<file path="src/rtl/fetch_pkg.sv">
// Shared definitions for the instruction fetch unit: FSM encoding and parameter defaults.
// Pure declarations; no timing or flow-control behaviour of its own.
package fetch_pkg;

    localparam int ADDR_WIDTH_DEF = 8;
    localparam int RESET_PC_DEF   = 0;

    typedef enum logic [1:0] {
        IDLE    = 2'b00,
        FETCH_H = 2'b01,
        FETCH_L = 2'b10,
        ISSUE   = 2'b11
    } fetch_state_t;

endpackage

</file>
<file path="src/rtl/program_counter.sv">
// Fetch address register with increment, branch load and modulo-2^ADDR_WIDTH wrap.
// One-cycle update; load takes priority over increment, no backpressure of its own.
module program_counter
    import fetch_pkg::*;
#(
    parameter int ADDR_WIDTH = ADDR_WIDTH_DEF,
    parameter int RESET_PC   = RESET_PC_DEF
) (
    input  logic                  clk,
    input  logic                  rst_n,
    input  logic                  inc,
    input  logic                  load,
    input  logic [ADDR_WIDTH-1:0] load_value,
    output logic [ADDR_WIDTH-1:0] pc
);

    localparam logic [ADDR_WIDTH-1:0] RESET_VAL = ADDR_WIDTH'(RESET_PC);
    localparam logic [ADDR_WIDTH-1:0] ONE       = ADDR_WIDTH'(1);

    // Natural overflow of the add gives the wrap from all-ones to zero.
    always_ff @(posedge clk or negedge rst_n) begin
        if (!rst_n) begin
            pc <= RESET_VAL;
        end else if (load) begin
            pc <= load_value;
        end else if (inc) begin
            pc <= pc + ONE;
        end
    end

endmodule

</file>
<file path="src/rtl/instruction_fetch_unit.sv">
// Fetches 16-bit instructions as two byte reads (high then low) and issues them to execute.
// Zero-wait: 2 cycles IDLE->valid, 1 instr per 3 cycles; MemReq held until MemAck, InstrValid held until ExecReady.
module instruction_fetch_unit
    import fetch_pkg::*;
#(
    parameter int ADDR_WIDTH = ADDR_WIDTH_DEF,
    parameter int RESET_PC   = RESET_PC_DEF
) (
    input  logic                  Clock,
    input  logic                  Reset,
    input  logic                  Run,
    output logic                  MemReq,
    output logic [ADDR_WIDTH-1:0] MemAddr,
    input  logic                  MemAck,
    input  logic [7:0]            MemData,
    output logic                  IRWrite,
    output logic                  IRLH,
    output logic [7:0]            IRData,
    output logic                  InstrValid,
    input  logic                  ExecReady,
    input  logic                  PCLoad,
    input  logic [ADDR_WIDTH-1:0] PCLoadValue,
    output logic [ADDR_WIDTH-1:0] PC,
    output logic [15:0]           InstrCount
);

    fetch_state_t state_q;
    fetch_state_t state_d;
    logic         pc_inc;
    logic         pc_load;
    logic         handshake;

    program_counter #(
        .ADDR_WIDTH (ADDR_WIDTH),
        .RESET_PC   (RESET_PC)
    ) u_pc (
        .clk        (Clock),
        .rst_n      (Reset),
        .inc        (pc_inc),
        .load       (pc_load),
        .load_value (PCLoadValue),
        .pc         (PC)
    );

    assign MemAddr = PC;

    always_ff @(posedge Clock or negedge Reset) begin
        if (!Reset) begin
            state_q <= IDLE;
        end else begin
            state_q <= state_d;
        end
    end

    // All outputs decode from state_q, so reset forcing IDLE clears them immediately.
    always_comb begin
        state_d    = state_q;
        MemReq     = 1'b0;
        IRWrite    = 1'b0;
        IRLH       = 1'b0;
        IRData     = 8'h00;
        InstrValid = 1'b0;
        pc_inc     = 1'b0;
        pc_load    = 1'b0;
        handshake  = 1'b0;
        unique case (state_q)
            IDLE: begin
                if (Run) begin
                    state_d = FETCH_H;
                end
            end
            FETCH_H: begin
                MemReq = 1'b1;
                if (MemAck) begin
                    IRWrite = 1'b1;
                    IRLH    = 1'b1;
                    IRData  = MemData;
                    pc_inc  = 1'b1;
                    state_d = FETCH_L;
                end
            end
            FETCH_L: begin
                MemReq = 1'b1;
                if (MemAck) begin
                    IRWrite = 1'b1;
                    IRData  = MemData;
                    pc_inc  = 1'b1;
                    state_d = ISSUE;
                end
            end
            ISSUE: begin
                InstrValid = 1'b1;
                if (ExecReady) begin
                    // Redirects only take effect on an instruction boundary.
                    handshake = 1'b1;
                    pc_load   = PCLoad;
                    state_d   = Run ? FETCH_H : IDLE;
                end
            end
            default: state_d = IDLE;
        endcase
    end

    always_ff @(posedge Clock or negedge Reset) begin
        if (!Reset) begin
            InstrCount <= 16'h0000;
        end else if (handshake) begin
            InstrCount <= InstrCount + 16'd1;
        end
    end

endmodule

</file>
<file path="config.mk">
export PLATFORM = sky130hd
export DESIGN_NAME = instruction_fetch_unit
export DESIGN_NICKNAME = d
export VERILOG_FILES = /design/src/rtl/fetch_pkg.sv /design/src/rtl/program_counter.sv /design/src/rtl/instruction_fetch_unit.sv
export SDC_FILE = /design/constraint.sdc
export NUM_CORES = 1
export LEC_CHECK = 0
export BUFFER_PORTS_ARGS = -buffer_cell sky130_fd_sc_hd__buf_2
export CORE_MARGIN = 2
export CORE_UTILIZATION = 35
export DETAILED_ROUTE_END_ITERATION = 6
export PLACE_DENSITY = 0.6
export SYNTH_ARGS = -nofsm -noshare
export SYNTH_HDL_FRONTEND = slang
export SYNTH_SLANG_ARGS = --single-unit
</file>
<file path="constraint.sdc">
create_clock -name Clock -period 2.1 [get_ports Clock]
set_clock_uncertainty 0.2 [all_clocks]
set_input_delay 0.42 -clock Clock [delete_from_list [all_inputs] [get_ports Clock]]
set_output_delay 0.42 -clock Clock [all_outputs]
set_load 0.005 [all_outputs]
</file>
# Yosys cells after proc, flatten, opt, wreduce, memory -nomap -nowiden
# Cells that the tools add are included.
# Widths: inputs -> output; s select.
totals:
  elab_cells: 35
  latch_bits: 0
  mem_count: 0
  out_inout_bits: 44
  input_bits: 22
  mem_bits_rw: 0
  reg_bits: 26
  rom_bits: 0
classes:
  addsub: 2
  n_shift: 0
  n_lt_le_gt_ge: 0
  n_mul: 0
  bitwise: 0
  eq_ne: 7
  n_reduce_logical: 4
  n_div: 0
  mux: 19
ops:
  columns: ["cell", "count"]
  rows:
  - ["$mux 8", 4]
  - ["$add 16x1->16 const B", 1]
  - ["$mux 1", 10]
  - ["$add 8x1->8 const B", 1]
  - ["$mux 2", 4]
  - ["$ne 2x2->1 const B", 4]
  - ["$pmux 2 s4", 1]
  - ["$eq 2x2->1 const B", 2]
  - ["$reduce_and 4->1", 1]
  - ["$eq 2x1->1 const B", 1]
  - ["$logic_not 2->1", 1]
  - ["$reduce_bool 2->1", 1]
  - ["$reduce_or 2->1", 1]

# Logic depth before layout (Yosys ltp)
logic_depth:
  word_depth: 5
  mapped_depth: 7

# Cells and area by module
# From an unflattened synthesis, not the netlist that was laid out.
unflattened:
  cells_unflattened: 147
  hier_area_um2: 1461.4
by_module_without_submodules:
  columns: ["mod", "area_each_um2", "cells_each", "instances"]
  rows:
  - ["instruction_fetch_unit", 1011.0, 98, 1]
  - ["program_counter", 450.4, 49, 1]

# Worst setup path after synthesis
# OpenSTA, ideal clock, no wires.
synth_path:
  path_kind: "reg2reg"
  startpoint: "register state_q[1]"
  endpoint: "register u_pc.pc[7]"
  synth_period_minus_slack_ps: 1774
  stages_incl_launch_ff: 8
  setup_time_ps: 121
  slack_ps: 326
  arrival_time_ps: 1453
  cell_sequence: "dfrtp_1 -> inv_1 -> ha_1 -> buf_2 -> nand3_1 -> nor4_2 -> xnor2_1 -> o21ai_1"
synth_between:
  elab_chain_cells: 4
synth_rtl:
  columns: ["element", "line_no", "rtl"]
  rows:
  - ["from (decl)", "instruction_fetch_unit.sv:27", "fetch_state_t state_q;"]
  - ["from (signal assigned)", "instruction_fetch_unit.sv:51", "state_q <= state_d;"]
  - ["$eq 2x2->1 or $eq 2x1->1 (tied branches)", "instruction_fetch_unit.sv:66", "unique case (state_q)"]
  - ["$reduce_or 2->1 (no line)", null, null]
  - ["$mux 1", null, null]
  - ["$reduce_bool 2->1 (no line)", null, null]
  - ["to (signal assigned)", "program_counter.sv:25", "pc <= load_value;"]
  - ["to (signal assigned)", "program_counter.sv:27", "pc <= pc + ONE;"]
  - ["to (decl)", "program_counter.sv:14", "output logic [ADDR_WIDTH-1:0] pc"]
# Several ways; a longest one is shown, not always the timed one.
# A chain may end at the register's enable or synchronous reset.

# Final worst setup path
layout_path:
  startpoint: "register state_q[0]"
  endpoint: "output port IRWrite"
layout_between:
  elab_chain_cells: 3
layout_rtl:
  columns: ["element", "line_no", "rtl"]
  rows:
  - ["$eq 2x2->1 or $eq 2x1->1 (tied branches)", "instruction_fetch_unit.sv:66", null]
  - ["$reduce_or 2->1 (no line) *", null, null]
  - ["$mux 1 *", null, null]
  - ["to (decl)", "instruction_fetch_unit.sv:16", "output logic IRWrite,"]
# Mark *: on every way between the ends. The rest lies on a longest branch, timed or not.

==> results.json <==
{
  "fmax_ghz": 0.5009,
  "synth_top_area_cell": "dfrtp_1",
  "grt_pass1_wl_mm": 4.761,
  "grt_pass1_vias": 1084,
  "antenna_cells": 0,
  "crit_family": "flip-flops",
  "path_buf_inv": 3,
  "fillers": 397,
  "crit_chain": "inv_2, ha_4, nand2_1, inv_2, buf_2",
  "drive_above_1_share_pct": 41.50,
  "synthArstFlopShare_pct": 100.0,
  "grt-ovfl-total": 0,
  "max_stage_delay_ns": 0.37,
  "synth_flop_cell": "dfrtp_1",
  "place_area_mm2": 0.001748,
  "drt-wirelength-per-cell_um": 11.83,
  "core-area_mm2": 0.003971,
  "cp-end-kind": "output pin",
  "tightestPinTransition_ns": 0.5772,
  "antenna_found_initial": 0,
  "yosys_warnings": 0,
  "cts_root_buf": "clkbuf_8",
  "ys_top_cells_by_count": "26 x dfrtp_1, 18 x xnor2_1, 17 x nand2_1, 9 x and3_1",
  "h-tree-depth": 1,
  "dr.pass1.iters": 4,
  "path_class": "register to output pin",
  "rsz0062_at_grt": "false",
  "dieWidth_um": 68.15,
  "hpwl_mm": 2.228,
  "fin_nets": 229,
  "cp_max_fo": 12,
  "fp.dieArea_mm2": 0.004644,
  "syn-instance-count": 140,
  "required_ns": 1.48,
  "crit_top_cell": "inv_2",
  "final.setup.tns_ns": 0,
  "slew-limit-headroom_pct": 61.52,
  "final_max_slew_viol_count": 0,
  "die_y_um": 68.15,
  "fin_crit_sh_pct": 95.06,
  "clock_path_buffers": 2,
  "dp_slack_ns": 0.09053,
  "finalHoldViolCount": 0,
  "yosysSeqAreaShare_pct": 45.18,
  "detail-route-antenna-nets": 0,
  "cts_made_buffers": 3,
  "finalWorstSetupSlack_ns": 0.1037,
  "synth.cell_area_mm2": 0.001440,
  "drtIter0Drc": 58,
  "cts_tree": "yes",
  "start_util_pct": 36.26,
  "ir_drop_v": 0.0005691,
  "setup_violations": 0,
  "route.detailed.drc": 0,
  "maxCapViolations": 0,
  "whs_ns": 0.1458,
  "clkTransAtPathRegs_ns": 0.10,
  "yosys-top-cells-area": "dfrtp_1 45%, xnor2_1 11%, ha_1 5.2%, nand2_1 4.4%, buf_4 4.2%",
  "status": "completed",
  "grtUsageTotal_pct": 13.46,
  "area_delta_synth_final_pct": 28.93,
  "period_minus_slack_ns": 1.996,
  "port_buffers": 65,
  "grt_max_degree": 27,
  "synth_top_area_share_pct": 45.18,
  "hold_class": "input pin to register",
  "final_area_mm2": 0.001857,
  "rows": 23,
  "synth_nets": 168,
  "wirelength_mm": 2.958,
  "r2r_slack_ns": 0.14,
  "place.gp.congestion": 0.7011,
  "synth_edf_count": 0,
  "clk_latency_ns": 0.27,
  "critPathLaunchType": "register",
  "synth_cell_types": 30,
  "crit_slowest_cell": "dfrtp_1",
  "vias": 1149,
  "yosysMostFrequentCell": "dfrtp_1",
  "syn_area_per_cell_um2": 10.29,
  "num_io_pins": 66,
  "cp.arrival_ns": 1.38,
  "p_leak_nw": 0.9436,
  "cts_sinks": 26,
  "avgViaCountPerCell": 4.596,
  "power_density_mw_per_mm2": 1209,
  "ys_ff_latch": 26,
  "post-route-util_pct": 46.75
}
stage by stage:
step | total power, mW | std cells
finish | 2.246 | 250
global route | 2.451 | 250
CTS | 2.266 | 249
detailed placement | 1.780 | 243
global placement | 1.758 | 243
floorplan | 1.473 | 140
routing by layer:
layer	wire, um	global-route usage, %
met1	1369	17.60
met3	170	2.632
met4	21	5.250
met5	0	0
met2	1397	21.84
cell usage in the layout, fill, tap and decap left out, drive strengths merged, types with 2 or more instances in the layout:
cell type / count
buf: 67
dfrtp: 26
xnor2: 18
nand2: 18
and3: 10
nand3: 8
o21ai: 8
ha: 6
inv: 6
nor2: 4
xor2: 4
nand4: 4
nor3: 3
clkbuf: 3
nor4: 3
mux2: 2
worst paths after layout:
| check | from | to | cells after the start |
|---|---|---|---|
| setup / recovery | state_q[0] | IRWrite | 5 |
| hold / removal | PCLoadValue[2] | u_pc.pc[2] | 3 |
| setup reg to reg | state_q[0] | state_q[0] | 6 |
| hold reg to reg | InstrCount[15] | InstrCount[15] | 1 |
| max in group asynchronous | Reset | state_q[0] | 2 |
| min in group asynchronous | Reset | u_pc.pc[2] | 2 |
repair_timing:
| item | in CTS | in global routing |
|---|---|---|
| hold buffers | 1 | 0 |
| buffers inserted | 1 | 1 |
| setup endpoints to repair | 9 | 1 |
| hold endpoints to repair | 26 | 0 |
| gates resized for setup | 3 | 1 |
| pin swaps | 0 | 1 |
registers in the layout, summed over array words and instances (netlist names):
register / flops
state_q: 2
u_pc.pc: 8
InstrCount: 16
layout make-up:
class	instances	area [um^2]	share of cell area (%)
inverter	6	22.52	1.213
multi-input combinational	96	699.4	37.67
clock buffer	3	41.29	2.224
tap	50	62.56	3.369
sequential	26	650.6	35.04
clock inverter	1	30.03	1.617
timing repair buffer	68	350.3	18.87
cell families (layout without fill, tap and decap cells):
kind of cell             count (synthesis)  in the layout  share of synthesized area, %
AND/OR/NAND/NOR                         53             53                         21.98
multiplexers                             3              3                         2.259
adder cells (fa/ha/maj)                  6              6                         5.213
AO/OA/AOI/OAI                           12             12                         4.865
XOR/XNOR                                22             22                         13.38
buffers and inverters                   18             78                         7.124
flip-flops                              26             26                         45.18
tightest hold or removal path: stages:
cell	delay (ns)
buf_2	0.07
nand2_1	0.03
o21ai_0	0.06
where the power goes:
| group | leakage [nW] | internal [mW] | switching [mW] |
|---|---|---|---|
| combinational | 0.576 | 0.519 | 0.493 |
| sequential | 0.332 | 0.646 | 0.169 |
| clock | 0.0357 | 0.255 | 0.163 |
Power figures use the tool's default switching activity.
